==> src/rtl/led_pattern_gen.sv <==
// Parametrised LED pattern sequencer: prescaled tick drives one of five patterns.
// Optional PWM brightness gating is built only when LED_PWM_EN is defined.
module led_pattern_gen #(
    parameter int N_LED = 8,
    parameter int DIV   = 25000000,
    parameter int CW    = 32
) (
    input  logic             clk,
    input  logic             rst,
    input  logic             en,
    input  logic [2:0]       mode,
    input  logic [1:0]       speed,
    input  logic [3:0]       bri,
    output logic [N_LED-1:0] led,
    output logic             step
);

    typedef enum logic { DIR_RIGHT = 1'b0, DIR_LEFT = 1'b1 } dir_t;

    localparam logic [CW-1:0]    DIV_W   = CW'(DIV);
    localparam logic [N_LED-1:0] PAT_TOP = {1'b1, {(N_LED-1){1'b0}}};
    localparam logic [N_LED-1:0] PAT_ONE = {{(N_LED-1){1'b0}}, 1'b1};

    logic [N_LED-1:0] pat_q, pat_d;
    logic [CW-1:0]    cnt_q, cnt_d;
    dir_t             dir_q, dir_d;
    logic             fill_q, fill_d;
    logic [2:0]       mode_q;
    logic             step_q, step_d;

    logic [CW-1:0]    period;
    logic             tick;
    logic             reload;
    logic [N_LED-1:0] bar_next;

    always_ff @(posedge clk or negedge rst) begin
        if (!rst) begin
            pat_q  <= PAT_TOP;
            cnt_q  <= '0;
            dir_q  <= DIR_RIGHT;
            fill_q <= 1'b1;
            mode_q <= 3'd0;
            step_q <= 1'b0;
        end else begin
            pat_q  <= pat_d;
            cnt_q  <= cnt_d;
            dir_q  <= dir_d;
            fill_q <= fill_d;
            mode_q <= mode;
            step_q <= step_d;
        end
    end

    // >= rather than == so a mid-count speed-up ticks next cycle instead of wrapping.
    always_comb begin
        period   = DIV_W >> speed;
        tick     = en && (cnt_q >= period - 1'b1);
        reload   = (mode != mode_q);
        bar_next = {fill_q, pat_q[N_LED-1:1]};

        pat_d  = pat_q;
        cnt_d  = cnt_q;
        dir_d  = dir_q;
        fill_d = fill_q;
        step_d = 1'b0;

        if (reload) begin
            cnt_d  = '0;
            dir_d  = DIR_RIGHT;
            fill_d = 1'b1;
            case (mode)
                3'd0, 3'd2, 3'd4: pat_d = PAT_TOP;
                3'd1:             pat_d = PAT_ONE;
                3'd3:             pat_d = '0;
                default:          pat_d = pat_q;
            endcase
        end else if (tick) begin
            cnt_d  = '0;
            step_d = 1'b1;
            case (mode_q)
                3'd0: pat_d = {pat_q[0], pat_q[N_LED-1:1]};
                3'd1: pat_d = {pat_q[N_LED-2:0], pat_q[N_LED-1]};
                3'd2: begin
                    // The dot reaches an endpoint on this shift; turn around for the next one.
                    if (dir_q == DIR_RIGHT) begin
                        pat_d = pat_q >> 1;
                        if (pat_q[1]) dir_d = DIR_LEFT;
                    end else begin
                        pat_d = pat_q << 1;
                        if (pat_q[N_LED-2]) dir_d = DIR_RIGHT;
                    end
                end
                3'd3: pat_d = pat_q + 1'b1;
                3'd4: begin
                    pat_d = bar_next;
                    if (fill_q && (&bar_next)) fill_d = 1'b0;
                    if (!fill_q && (bar_next == '0)) fill_d = 1'b1;
                end
                default: pat_d = pat_q;
            endcase
        end else if (en) begin
            cnt_d = cnt_q + 1'b1;
        end
    end

    assign step = step_q;

`ifdef LED_PWM_EN
    logic [3:0]       pwm_q;
    logic [N_LED-1:0] led_q;

    always_ff @(posedge clk or negedge rst) begin
        if (!rst) begin
            pwm_q <= 4'd0;
            led_q <= '0;
        end else begin
            pwm_q <= pwm_q + 4'd1;
            led_q <= pat_q & {N_LED{pwm_q < bri}};
        end
    end

    assign led = led_q;
`else
    logic unused_bri;
    assign unused_bri = ^bri;
    assign led        = pat_q;
`endif

endmodule

==> config.mk <==
export PLATFORM = sky130hd
export DESIGN_NAME = led_pattern_gen
export DESIGN_NICKNAME = d
export VERILOG_FILES = /design/src/rtl/led_pattern_gen.sv
export SDC_FILE = /design/constraint.sdc
export NUM_CORES = 1
export LEC_CHECK = 0
export CAP_MARGIN = 20
export CORE_MARGIN = 2
export CORE_UTILIZATION = 25
export DETAILED_ROUTE_END_ITERATION = 10
export PLACE_DENSITY = 0.46
export SLEW_MARGIN = 20
export SYNTH_ARGS = -nofsm -noshare
export SYNTH_HDL_FRONTEND = slang
export SYNTH_SLANG_ARGS = --single-unit
==> constraint.sdc <==
create_clock -name clk -period 4 [get_ports clk]
set_clock_uncertainty 0.2 [all_clocks]
set_input_delay 0.8 -clock clk [delete_from_list [all_inputs] [get_ports clk]]
set_output_delay 0.8 -clock clk [all_outputs]
set_load 0.1 [all_outputs]
* After elaboration in Yosys (flattened, before gate mapping)
Index checks and enable logic that the tools add are counted.
** Word-level totals
- Memories kept :: 0
- Register bits after elaboration :: 46
- Logic and storage cells :: 60
- Bits in latches :: 0
- Bits of input ports :: 12
- ROM bits :: 0
- Bits in writable memories :: 0
** Operators by class
- Reductions and logical operators :: 18
- Equal/unequal tests :: 10
- Bitwise gates (word level) :: 0
- $lt $le $gt $ge :: 1
- $add $sub $neg :: 3
- Divide/modulo/power cells :: 0
- Mux-type cells :: 21
- $mul :: 0
- Shift-type cells :: 1
** Operators with widths (number)
- 32-bit two-way mux :: 3
- 8-bit case mux with 5 select lines :: 1
- 32-bit by 1-bit adder with 32-bit output (second input constant) :: 1
- 32-bit >= comparator :: 1
- 25-bit by 2-bit right shift with 32-bit output (first input constant) :: 1
- 32-bit by 1-bit subtractor with 32-bit output (second input constant) :: 1
- 8-bit two-way mux :: 3
- 8-bit case mux with 3 select lines :: 1
- 1-bit two-way mux :: 13
- 3-bit by 2-bit == test with 1-bit output (second input constant) :: 4
- 8-bit by 1-bit adder with 8-bit output (second input constant) :: 1
- 8-bit logical NOT :: 1
- 8-bit AND reduction :: 1
- 3-bit by 1-bit == test with 1-bit output (second input constant) :: 2
- 3-bit == test (second input constant) :: 2
- 3-bit logical NOT :: 2
- 3-bit AND reduction :: 2
- 2-bit nonzero test :: 3
- 3-bit nonzero test :: 2
- 6-bit nonzero test :: 1
- 4-bit by 1-bit inequality test with 1-bit output (second input constant) :: 1
- 1-bit logical AND :: 3
- 3-bit inequality test :: 1
- 3-bit OR reduction :: 1
- other kinds (2) :: 2

* Longest topological paths before layout
Gate-level depths: netlist (run 1).
- Word-level depth :: 7
- Mapped depth :: 15
- Mapped depth without buffers :: 12

* Least setup slack after synthesis (run 1)
OpenSTA, ideal clock, no wires.
- Kind :: input-to-reg
- Start point :: in speed[1]
- End point :: reg cnt_q[23]
- Required time :: 3.681 ns
- Stages on the path :: 13
- Buffers on the path :: 3
- Library setup time :: 0.119 ns
- Arrival :: 3.370 ns
- Path slack :: 0.312 ns
- Cells stage by stage :: nor2b_1 > buf_2 > inv_1 > ha_1 > ha_1 > or4b_1 > a2111oi_0 > o31ai_1 > and3_1 > buf_6 > o21ai_4 > buf_6 > nor2_1
** Between the ends
- Cells in the longest elaborated chain, start to end :: 6
** RTL lines
- from (decl) :: line 12 : input logic [1:0] speed,
- 25-bit by 2-bit right shift with 32-bit output (*) :: line 56 : period = DIV_W >> speed;
- 32-bit by 1-bit subtractor with 32-bit output (*) :: line 57 : tick = en && (cnt_q >= period - 1'b1);
- 32-bit >= comparator (*) :: line 57
- 1-bit logical AND (*) :: line 57
- 32-bit two-way mux :: line 77 : end else if (tick) begin
- 32-bit two-way mux :: line 67 : if (reload) begin
- to (signal assigned) :: line 46 : cnt_q <= cnt_d;
- to (decl) :: line 25 : logic [CW-1:0] cnt_q, cnt_d;
Mark *: on every way between the ends. The rest lies on a longest branch, timed or not.
A chain may end at the register's enable or synchronous reset.

* Worst setup path after layout (run 1)
- Start point :: in speed[1]
- End point :: reg pat_q[5], in the netlist led[5]
** Between the ends
- Cells in the longest elaborated chain, start to end :: 6
** RTL lines
- 25-bit by 2-bit right shift with 32-bit output :: line 56
- 32-bit by 1-bit subtractor with 32-bit output :: line 57
- 32-bit >= comparator :: line 57
- 1-bit logical AND :: line 57
- 2-bit nonzero test (no line)
- 3-bit AND reduction (no line)
- to (signal assigned) :: line 45 : pat_q <= pat_d;
- to (decl) :: line 24 : logic [N_LED-1:0] pat_q, pat_d;
Every way passes these cells.

==> impl_metrics.py, run 1 <==
metrics = {
    "status": {
        "status": "completed",
    },
    "global_route": {
        "gr-usage-all-layers_pct": 12.26,
        "antenna_found_initial": 0,
        "grt_max_degree": 28,
        "first_global_vias": 2743,
        "grt_pass1_wl_mm": 14.13,
        "gr-total-overflow": 0,
    },
    "worst_setup_path": {
        "reg2reg_depth": 9,
        "crit_chain": "clkdlybuf4s50_1 -> nor2b_1 -> inv_1 -> ha_1 -> ha_1 -> or4b_1 -> a2111oi_2 -> o31ai_2 -> a31oi_4 -> buf_4 -> nand3_1 -> o221ai_1",
        "rrSetupSlack_ns": 1.07,
        "critical_path_class": "in -> reg",
        "crit_family": "compound AO/OA/AOI/OAI gates",
        "slowest_stage": "clkdlybuf4s50_1",
        "end_kind": "flip-flop",
        "reg2reg_from": "cnt_q[3]$_DFFE_PN0P_",
        "cp.arrival_ns": 3.86,
        "path_common_cell": "ha_1",
        "crit_path_start_kind": "input pin",
        "r2r-end": "led[5]$_DFFE_PN0P_",
        "critPathMaxStageDelay_ns": 0.47,
        "path_max_fanout": 6,
        "required_ns": 4.01,
        "critPathBufInv": 3,
    },
    "power": {
        "p_int_w": 0.0007693,
        "p_sw_share_pct": 27.12,
        "p_switching_w": 0.0002863,
        "p_leak_nw": 1.624,
        "fin_total_pwr_w": 0.001056,
        "power_frac_clock_pct": 40.8,
        "power_frac_seq_pct": 46.1,
        "power_frac_comb_pct": 13.0,
        "peakVddDrop_mv": 0.1407,
        "power.density_nw_per_um2": 271.5,
    },
    "clock_network": {
        "cts_buffers": 5,
        "htreeDepth": 2,
        "cts.reportedPaths.clkPinSlew_ns": 0.06,
        "clock_sinks": 46,
        "cts_buffer_depth": 2,
        "clock_latency_ns": 0.29,
        "cts_tree": "done",
        "cts_setup_buffers": 0,
        "root_buffer": "clkbuf_16",
    },
    "timing": {
        "holdWs_ns": 0.2614,
        "maxClockFrequency_mhz": 259.1,
        "setup_viol": 0,
        "fin_setup_tns_ns": 0,
        "slew_headroom_pct": 35.11,
        "period_share_pct": 96.48,
        "final_max_slew_viol_count": 0,
        "fin_crit_ns": 3.859,
        "hold_viol": 0,
        "worst_pin_slew_ns": 0.9703,
    },
    "placement": {
        "port_buffers": 16,
        "finalWeightedCongestion": 0.8511,
        "post-place-cells": 570,
        "dp_hpwl_mm": 5.940,
    },
    "finish": {
        "drive_gt1_share_pct": 9.113,
        "area_growth_pct": 18.49,
        "final_cells": 578,
        "antenna_cells": 0,
        "nNetsFinal": 443,
    },
    "synthesis": {
        "syn_area_um2": 3282,
        "syn_inst": 380,
        "synth_edf_count": 0,
        "postSynthAreaPerCell_um2": 8.637,
        "synthFlopType": "dfrtp_1",
        "synth-async-reset-ratio_pct": 100.0,
        "ys_types": 55,
        "ys_warn_count": 0,
        "synth_seq_cells": 46,
        "yosysSeqAreaShare_pct": 35.15,
    },
    "route": {
        "drt_iter0_markers": 219,
        "viasPerCell": 4.827,
        "ant_nets": 0,
        "post_drt_wl_per_cell_um": 14.09,
        "drt-pass1-iter-count": 4,
        "via_count": 2790,
        "drc": 0,
        "wl_mm": 8.145,
    },
    "floorplanning": {
        "start_util_pct": 25.80,
        "io_pins": 21,
        "dieArea_um2": 14060,
        "core_area_um2": 12720,
        "die_w_um": 118.6,
        "die_h_um": 118.6,
        "row_count": 41,
    },
    "job": {
        "maxCapViolCount": 0,
    },
    "worst_hold_path": {
        "hold_class": "in -> async",
    },
}
through the flow:
stage | area (um2) | util, % | setup slack [ns]
global route | 3889 | 30.57 | -0.01201
global placement | 3716 | 29.21 | -0.2580
CTS | 3864 | 30.37 | 0.01085
finish | 3889 | 30.57 | 0.1408
floorplan | 3301 | - | 0.3116
detailed placement | 3716 | 29.21 | -0.2794
logic make-up (layout without fill, tap and decap cells):
logic type,after synthesis,after routing,synth area share (%)
AND/OR/NAND/NOR,162,162,23.71
AO/OA/AOI/OAI,73,73,16.13
flip-flops,46,46,35.15
XOR/XNOR,35,35,9.340
buffers and inverters,33,54,4.498
adder cells (fa/ha/maj),26,26,9.912
multiplexers,3,3,1.029
other,2,7,0.2288
registers in the layout (all words and copies together), names as in the netlist:
signal,flops
fill_q,1
cnt_q,32
led,8
mode_q,3
dir_q,1
step,1
layout by cell type, fill, tap and decap left out, types with 7 or more instances in the layout:
master and instances:
a21oi_1 17, and3_1 10, buf_4 16, clkdlybuf4s50_1 13
conb_1 7, dfrtp_1 44, ha_1 26, inv_1 14
nand2_1 38, nand3_1 23, nand4_1 8, nor2_1 52
o21ai_0 10, xnor2_1 16, xor2_1 19
cell usage after synthesis, types with 8 or more instances:
| cell type | count | area, um2 |
|---|---|---|
| a21oi_1 | 17 | 85.08 |
| and3_1 | 10 | 62.56 |
| clkbuf_1 | 15 | 56.30 |
| dfrtp_1 | 44 | 1101 |
| ha_1 | 26 | 325.3 |
| inv_1 | 14 | 52.55 |
| nand2_1 | 38 | 142.6 |
| nand3_1 | 23 | 115.1 |
| nand4_1 | 8 | 50.05 |
| nor2_1 | 52 | 195.2 |
| o21ai_0 | 10 | 50.05 |
| xnor2_1 | 16 | 140.1 |
| xor2_1 | 19 | 166.4 |
per-layer routing:
layer / vias up / wire length (um) / global-route usage, %
met5: - / 0 / 0
met4: 0 / 105 / 4.018
met3: 6 / 240 / 1.931
met2: 38 / 3742 / 19.32
met1: 1344 / 4057 / 17.06
li1: 1402 / - / -
how the worst max path moves through the flow:
stage                                  endpoint  slack [ns]      from  cells after the start
after global routing          dir_q$_DFFE_PN0P_       -0.01  speed[1]                     12
final                        led[5]$_DFFE_PN0P_        0.14  speed[1]                     12
after CTS                    led[0]$_DFFE_PN0P_        0.01  speed[1]                     12
after floorplan           cnt_q[23]$_DFFE_PN0P_        0.31  speed[1]                     13
after global placement       led[0]$_DFFE_PN0P_       -0.26  speed[1]                     11
after detailed placement     led[0]$_DFFE_PN0P_       -0.28  speed[1]                     12
power groups by stage:
stage | Sequential, W | Clock [W] | Combinational, W
finish | 0.000487 | 0.000431 | 0.000138
global route | 0.000488 | 0.000467 | 0.000154
CTS | 0.000487 | 0.000447 | 0.000139
detailed placement | 0.000495 | 0 | 0.000138
global placement | 0.000495 | 0 | 0.000136
floorplan | 0.000509 | 0 | 0.0000672
timing repair:
item | 4_1_cts | 5_1_grt
setup endpoints to repair | 0 | 36
hold buffers | 0 | 0
resized for setup | 0 | 5
cell type report:
cell class | instances | area (um2)
Fill cell | 1405 | 8833
Multi-Input combinational cell | 306 | 2024
Clock inverter | 1 | 5.005
Clock buffer | 7 | 142.6
Inverter | 14 | 52.55
Sequential cell | 46 | 1154
Tap cell | 172 | 215.2
Timing Repair Buffer | 32 | 295.3
Note: power is estimated with default switching activity, not from simulation.
==> inputs of run 2 (changes only) <==
Settings changed: GPL_TIMING_DRIVEN set to 0.
==> impl_metrics.py, run 2 (synthesis results as in run 1) <==
metrics = {
    "floorplanning": {
        "die_w_um": 118.6,
        "io_pins": 21,
        "row_count": 41,
        "core_area_um2": 12720,
        "dieArea_um2": 14060,
        "start_util_pct": 25.80,
        "die_h_um": 118.6,
    },
    "timing": {
        "maxClockFrequency_mhz": 259.8,
        "slew_headroom_pct": 35.03,
        "rsz0062_at_grt": "yes",
        "hold_viol": 0,
        "fin_setup_tns_ns": 0,
        "worst_pin_slew_ns": 0.9715,
        "holdWs_ns": 0.3323,
        "setup_ws_ns": 0.1509,
        "fin_crit_ns": 3.849,
        "final_max_slew_viol_count": 0,
        "setup_viol": 0,
        "period_share_pct": 96.23,
    },
    "power": {
        "peakVddDrop_mv": 0.1372,
        "power_frac_clock_pct": 44.4,
        "power_frac_seq_pct": 42.9,
        "p_leak_nw": 1.630,
        "p_int_w": 0.0008312,
        "p_switching_w": 0.0002904,
        "p_sw_share_pct": 25.89,
        "power.density_nw_per_um2": 283.1,
        "fin_total_pwr_w": 0.001122,
        "power_frac_comb_pct": 12.7,
    },
    "clock_network": {
        "cts_buffer_depth": 2,
        "cts.reportedPaths.clkPinSlew_ns": 0.07,
        "clock_sinks": 46,
        "root_buffer": "clkbuf_16",
        "cts_buffers": 5,
        "htreeDepth": 2,
        "cts_tree": "done",
        "clock_latency_ns": 0.29,
    },
    "route": {
        "drt-pass1-iter-count": 4,
        "ant_nets": 0,
        "via_count": 2846,
        "wl_mm": 8.380,
        "viasPerCell": 4.840,
        "drt_iter0_markers": 261,
        "post_drt_wl_per_cell_um": 14.25,
        "drc": 0,
    },
    "global_route": {
        "gr-total-overflow": 0,
        "gr-usage-all-layers_pct": 12.68,
        "grt_max_degree": 47,
        "antenna_found_initial": 0,
        "first_global_vias": 2896,
        "grt_pass1_wl_mm": 14.55,
    },
    "worst_hold_path": {
        "hold_class": "in -> async",
    },
    "finish": {
        "nNetsFinal": 453,
        "fillCellCount": 1374,
        "final_cells": 588,
        "layout_commonest_cell": "nor2_1",
        "area_growth_pct": 20.70,
        "antenna_cells": 0,
        "drive_gt1_share_pct": 7.692,
        "largest-register": "cnt_q",
        "largest_register_ffs": 32,
        "layout_common_cells": "nor2_1 (52), dfrtp_1 (44), nand2_1 (38)",
    },
    "placement": {
        "dp_slack_ns": -0.7185,
        "post-place-cells": 573,
        "finalWeightedCongestion": 0.8516,
        "port_buffers": 16,
        "dp_hpwl_mm": 5.955,
    },
    "job": {
        "maxCapViolCount": 0,
    },
    "worst_setup_path": {
        "setup.worst_path.start": "speed[1]",
        "path_max_fanout": 7,
        "reg2reg_from": "cnt_q[26]$_DFFE_PN0P_",
        "r2r-end": "led[0]$_DFFE_PN0P_",
        "worstSetupEndpoint": "led[0]$_DFFE_PN0P_",
        "crit_path_start_kind": "input pin",
        "reg2reg_depth": 8,
        "critical_path_class": "in -> reg",
        "required_ns": 3.98,
        "end_kind": "flip-flop",
        "rrSetupSlack_ns": 0.89,
        "cp.arrival_ns": 3.83,
    },
    "status": {
        "status": "completed",
    },
}
[run 2: cell types whose count changed in the layout (fill, tap and decap cells not counted), moves of 2 or more]
cell      previous run  this run
buf_6                0         3
buf_4               16         8
clkbuf_1             1        16
buf_12               2         0
[run 2: what timing repair did]
item,in CTS,in global routing
cloned,0,0
endpoints found under the setup margin,38,27
hold buffers,0,0
setup buffers,3,5
pin swaps,3,3
resized for setup,8,7
[run 2: worst max-delay path, stage by stage]
cell and delay, ns:
dlygate4sd2_1 0.28, nor2b_1 0.14, buf_4 0.15, inv_1 0.06, ha_1 0.13, nand2_1 0.08, ha_4 0.28, nand2_1 0.04
or4b_4 0.50, a2111oi_4 0.36, o31ai_4 0.14, a31oi_4 0.32, o21bai_2 0.20, mux2_1 0.34
[run 2: routing by layer]
layer | part of all wire [%] | vias up | track usage [%]
li1 | - | 1420 | -
met1 | 49 | 1364 | 17.34
met2 | 46 | 54 | 20.91
met3 | 3.3 | 8 | 1.834
met4 | 1.2 | 0 | 3.274
met5 | 0 | - | 0
[run 2: area by class of cell]
cell class / instances / area, um2 / area share, %
Buffer: 18 / 90.09 / 2.274
Timing Repair Buffer: 24 / 224.0 / 5.654
Tap cell: 172 / 215.2 / 5.433
Multi-Input combinational cell: 306 / 2053 / 51.83
Clock buffer: 7 / 142.6 / 3.601
Clock inverter: 1 / 30.03 / 0.7581
Inverter: 14 / 52.55 / 1.327
Sequential cell: 46 / 1154 / 29.12
[run 2: metrics by stage]
stage               util, %  instance area [um2]
floorplan                 -                 3301
global placement      28.89                 3676
detailed placement    28.87                 3674
CTS                   30.63                 3896
global route          31.14                 3961
finish                31.14                 3961
[run 2: worst min path at each step]
stage / from / endpoint / slack [ns] / depth (start not counted)
global placement: cnt_q[31]$_DFFE_PN0P_ / cnt_q[31]$_DFFE_PN0P_ / 0.34 / 2
CTS: rst / cnt_q[14]$_DFFE_PN0P_ / 0.36 / 1
detailed placement: cnt_q[31]$_DFFE_PN0P_ / cnt_q[31]$_DFFE_PN0P_ / 0.34 / 2
global route: rst / cnt_q[14]$_DFFE_PN0P_ / 0.38 / 1
finish: rst / cnt_q[1]$_DFFE_PN0P_ / 0.33 / 1
floorplan: rst / cnt_q[0]$_DFFE_PN0P_ / 0.30 / 0
[run 2: power groups by stage]
| stage | sequential, W | combinational (W) | clock (W) |
|---|---|---|---|
| after floorplan | 0.000509 | 0.0000672 | 0 |
| after global placement | 0.000490 | 0.000136 | 0 |
| after detailed placement | 0.000489 | 0.000136 | 0 |
| after CTS | 0.000480 | 0.000140 | 0.000513 |
| after global routing | 0.000482 | 0.000159 | 0.000539 |
| final | 0.000481 | 0.000143 | 0.000498 |
==> RTL change 1: new RTL, config.mk and constraints of run 2 <==
Register the inputs `en`, `mode` and `speed` before use, cleared by the reset. The logic sees them one clock later. The other inputs are not delayed to match. Comments in the files are not updated.
--- a/src/rtl/led_pattern_gen.sv
+++ b/src/rtl/led_pattern_gen.sv
@@ -21,4 +21,20 @@
     localparam logic [N_LED-1:0] PAT_TOP = {1'b1, {(N_LED-1){1'b0}}};
     localparam logic [N_LED-1:0] PAT_ONE = {{(N_LED-1){1'b0}}, 1'b1};
+
+    logic en_q;
+    logic [2:0] mode_r;
+    logic [1:0] speed_q;
+
+    always_ff @(posedge clk or negedge rst) begin
+        if (!rst) begin
+            en_q    <= '0;
+            mode_r  <= '0;
+            speed_q <= '0;
+        end else begin
+            en_q    <= en;
+            mode_r  <= mode;
+            speed_q <= speed;
+        end
+    end
 
     logic [N_LED-1:0] pat_q, pat_d;
@@ -47,5 +63,5 @@
             dir_q  <= dir_d;
             fill_q <= fill_d;
-            mode_q <= mode;
+            mode_q <= mode_r;
             step_q <= step_d;
         end
@@ -54,7 +70,7 @@
     // >= rather than == so a mid-count speed-up ticks next cycle instead of wrapping.
     always_comb begin
-        period   = DIV_W >> speed;
-        tick     = en && (cnt_q >= period - 1'b1);
-        reload   = (mode != mode_q);
+        period   = DIV_W >> speed_q;
+        tick     = en_q && (cnt_q >= period - 1'b1);
+        reload   = (mode_r != mode_q);
         bar_next = {fill_q, pat_q[N_LED-1:1]};
 
@@ -69,5 +85,5 @@
             dir_d  = DIR_RIGHT;
             fill_d = 1'b1;
-            case (mode)
+            case (mode_r)
                 3'd0, 3'd2, 3'd4: pat_d = PAT_TOP;
                 3'd1:             pat_d = PAT_ONE;
@@ -99,5 +115,5 @@
                 default: pat_d = pat_q;
             endcase
-        end else if (en) begin
+        end else if (en_q) begin
             cnt_d = cnt_q + 1'b1;
         end
Function: changed (a bounded check fails within 4 cycles, from zero or initial values and one cycle with rst low).
==> RTL change 1 against run 2 <==
- wire length down 5.2%
- worst setup slack improved by 230 ps
- sequential power rose by 14%
- sequential cell count up 6
- power is 1.4% higher
- critical endpoint is now cnt_q[25]
- cell area hardly changed
- area after synthesis up 4.3%
- maximum frequency increased by 6.4%
==> RTL change 1: results (changes against run 2) <==
Run status
  – Status: completed

Worst setup path
  – Critical Path AT: 3620 ps (-210 ps)
  – Crit-path max FO: 10 (+3)
  – Reg2Reg Depth: 13 (+5)
  – Max incr delay on CP: 470 ps (-30 ps)
  – Worst setup SP type: register

Routing
  – Vias per inst: 4.75 (-1.9%)
  – Metal1 wirelength: 4010 microns (-3.3%)
  – Met3 WL: 262 microns (-5.8%)
  – Routed wl met2: 3520 microns (-8.8%)
  – Initial DRC count: 114 (-56%)

CTS
  – Post-cts sizing count: 0 (-8)
  – Postcts setup bufs: 0 (-3)

STA
  – Worst slew margin: 34.8% (-0.20 points)

Logic synthesis
  – Post-synthesis sequential area ratio: 38.1% (+2.9 points)
  – Netlist cell types: 64 (+16%)
  – Most instantiated cells after synthesis: 50 x dfrtp_1, 37 x nor2_1, 36 x nand2_1

Finish
  – Layout cell share with drive strength beyond 1: 9.85% (+2.2 points)

Global route
  – Vias in the first global route: 2,692 (-7.0%)
  – Met3 Use GR: 2.30% (+0.47 points)

Placed design
  – Dpl cell area: 3820 sq um (+4.0%)
  – Dpl hpwl: 5680 microns (-4.7%)

Min path
  – Hold crit path type: reg2reg

Power and ir drop
  – Leakage power: 1.68 nW (+3.3%)
  – Peak supply drop: 0.000126 V (-8.0%)
  – Internal power: 0.814 mW (-2.0%)
RTL change 1: final cells by class:
class | count | share of cell area (%)
plain buffers | 15 | 2.24
clock buffers | 5 | 3.16
multi-input cells | 290 | 50.3
well taps | 176 | 5.56
inverters | 15 | 1.42
flip-flops and latches | 52 | 32.9
repair buffers | 16 | 3.98
clock inverters | 3 | 0.474
RTL change 1: power by group through the flow:
stage                     Combinational, mW  Clock [mW]  Sequential [mW]
after floorplan                      0.0721           0            0.583
after global placement                0.142           0            0.561
after detailed placement              0.143           0            0.561
after CTS                             0.144       0.463            0.551
after global routing                  0.157       0.478            0.554
final                                 0.142       0.445            0.550
RTL change 1: per-stage QoR:
| stage | setup slack, ps | std cells | power, mW | hold slack [ps] |
|---|---|---|---|---|
| floorplan | 760 | 372 | 0.656 | 220 |
| global placement | 146 | 564 | 0.703 | 286 |
| detailed placement | 374 | 564 | 0.704 | 293 |
| CTS | 349 | 572 | 1.16 | 310 |
| global route | 197 | 572 | 1.19 | 321 |
| finish | 381 | 572 | 1.14 | 299 |
RTL change 1: logic make-up after synthesis:
group                      after synthesis  share of synthesized area [%]
AOI/OAI and AO/OA                       62                           14.2
xor gates and xnor gates                37                           9.47
adders and majority gates               26                           9.51
buffers and inverters                   30                           4.24
DFF                                     52                           38.1
muxes                                    1                          0.329
other                                    2                          0.219
and+or+nand+nor                        157                           23.9
RTL change 1: how the worst min path moves through the flow:
stage,startpoint,end,depth (start not counted)
finish,mode_r[1],mode_q[1],0
floorplan,mode_r[0],mode_q[0],0
CTS,mode_r[1],mode_q[1],0
detailed placement,mode_r[1],mode_q[1],0
global placement,mode_r[1],mode_q[1],0
global route,mode_r[2],mode_q[2],0
==> RTL change 2: new RTL, settings of run 2 <==
Without the edit above. Change the parameter `N_LED` from 8 to 7.
--- a/src/rtl/led_pattern_gen.sv
+++ b/src/rtl/led_pattern_gen.sv
@@ -2,5 +2,5 @@
 // Optional PWM brightness gating is built only when LED_PWM_EN is defined.
 module led_pattern_gen #(
-    parameter int N_LED = 8,
+    parameter int N_LED = 7,
     parameter int DIV   = 25000000,
     parameter int CW    = 32
Ports: changed (resized led); port bits go from 21 to 20. The function was not compared with the original's and may differ.
==> RTL change 2 against run 2 <==
- synthesized cell count down 4.7%
- sequential cell count is 1 lower
- worst setup slack improved by 81 ps
- via count shrank 7.2%
- non-clock buffer count fell by 10
- area after synthesis fell by 3.4%
- power is 8.4% lower
- sequential share of layout area increased by 1.2 points
- cell area is 6.0% lower
- wire length is 12% lower
==> RTL change 2: results (changes against run 2) <==
Finish
  – Layout cell share with drive strength beyond 1: 6.38% (-1.3 points)
  – Fill cells: 1,356 (-1.3%)
  – Max reg flops: 32 (unchanged)
  – NumNets Final: 434 (-4.2%)
  – Largest Register: cnt_q
  – ANT cells: 0 (unchanged)

STA
  – Worst-Margin Slew: 976 ps (+4.08 ps)

Global route
  – Total track usage: 11.8% (-0.85 points)
  – Vias in the first global route: 2,650 (-8.5%)
  – Largest net degree at the start of global routing: 26 (-45%)
  – Global-route wire length before repair: 12,700 microns (-13%)
  – Initial antenna violation count: 0 (unchanged)

Power and ir drop
  – Peak supply drop: 0.000168 V (+23%)
  – Leakage power: 1.56 nW (-4.4%)

Logic synthesis
  – Post-Syn Instances: 362 (-4.7%)
  – Dominant cells by area after synthesis: dfrtp_1 34%, ha_1 12%, nor2_1 5.8%, xnor2_1 5.8%, nand2_1 4.1%
  – Top_reg_cell synth: dfrtp_1
  – Most instantiated cells after synthesis: 49 x nor2_1, 43 x dfrtp_1, 35 x nand2_1
  – Yosys warning total: 0 (unchanged)
  – Ys async rst share: 100% (unchanged)
  – Post-synthesis sequential area ratio: 35.6% (+0.45 points)
  – Netlist cell types: 50 (-9.1%)

Routing
  – Vias per inst: 4.68 (-3.2%)
  – Vias: 2,642 (-7.2%)
  – First drt pass iteration count: 5 (+1)
  – Wire length per cell: 13.1 microns (-8.2%)
  – Initial DRC count: 79 (-70%)

Run status
  – Status: completed

Worst setup path
  – Critical Path AT: 3740 ps (-90 ps)
  – Worst setup SP type: input pin
  – Crit-path max FO: 10 (+3)

Placed design
  – Final GP Congestion: 0.819 (-3.9%)
  – Port Buf Inserts: 15 (-1)
  – Dpl hpwl: 5620 microns (-5.7%)
  – DP Worst Slack: -318 ps (+401 ps)
  – Placed instance count: 557 (-2.8%)

CTS
  – H-tree depth: 2 (unchanged)
  – Worst-case clock buffer depth: 2 (unchanged)
  – Postcts setup bufs: 0 (-3)
  – Clock Pin Slew Worst Setup and Hold Paths: 60 ps
  – Worst-Skew Late Latency: 290 ps (about the same)
  – Total CTS buffers: 5 (unchanged)
  – Clk root buf: clkbuf_16
  – Post-cts sizing count: 2 (-6)

Min path
  – Hold crit path type: in2async
## RTL change 2: changes by cell type after synthesis, sizes merged, moves of 6 or more
cell,before,now
a31oi,6,0
inv,14,20
nand3,23,12
nor3,6,14
xor2,19,12
## RTL change 2: final timing paths
| path | startpoint | endpoint | slack (ps) | depth (start not counted) |
|---|---|---|---|---|
| worst max-delay path | speed[0] | led[0] | 230 | 12 |
| worst max register to register | cnt_q[5] | led[0] | 950 | 8 |
| min in group clk | fill_q | fill_q | 340 | 2 |
| worst min register to register | fill_q | fill_q | 340 | 2 |
| max in group asynchronous | rst | fill_q | 2740 | 2 |
| worst min-delay path | rst | cnt_q[28] | 270 | 1 |
## RTL change 2: metal layers
| layer | up-vias | share of wire [%] | GRT usage [%] | wire [microns] |
|---|---|---|---|---|
| li1 | 1347 | - | - | - |
| met1 | 1241 | 51 | 16.2 | 3770 |
| met2 | 40 | 44 | 18.6 | 3280 |
| met3 | 14 | 2.7 | 2.34 | 202 |
| met4 | 0 | 1.8 | 4.00 | 131 |
| met5 | - | 0 | 0 | 0 |
## RTL change 2: kinds of logic (layout without fill, tap and decap cells)
logic type / Yosys count / after routing / synth area share, %
XOR/XNOR: 33 / 33 / 9.12
adder cells (fa/ha/maj): 30 / 30 / 11.8
AO/OA/AOI/OAI: 62 / 62 / 14.6
multiplexers: 3 / 3 / 1.30
buffers and inverters: 36 / 59 / 4.70
AND/OR/NAND/NOR: 151 / 151 / 22.7
other: 2 / 9 / 0.237
flip-flops: 45 / 45 / 35.6
## RTL change 2: where the power goes
group          internal (mW)  switching (mW)
Combinational         0.0444          0.0918
Clock                  0.246           0.174
Sequential             0.462         0.00896
## RTL change 2: per-stage QoR
stage          setup TNS, ps  utilization, %  area (sq um)
2_1_floorplan              0               -          3200
3_3_place_gp           -4920            28.5          3560
3_5_place_dp           -6380            28.6          3580
4_1_cts                    0            29.7          3720
5_1_grt                    0            29.7          3720
6_report                   0            29.7          3720
## RTL change 2: worst max-delay path, cell delays in order
cell           delay, ps
dlygate4sd2_1        290
inv_1                120
nand2_1               90
ha_1                 320
ha_1                 180
a211o_1              250
a221o_1              350
a221o_1              340
and2_1               160
buf_6                140
o311a_4              400
mux2_4               300
## RTL change 2: layout make-up
cell class / count / area share [%]
multi-input cells: 288 / 51.6
well taps: 172 / 5.78
plain buffers: 16 / 1.98
inverters: 20 / 2.02
clock buffers: 7 / 3.83
flip-flops and latches: 45 / 30.3
repair buffers: 16 / 4.47
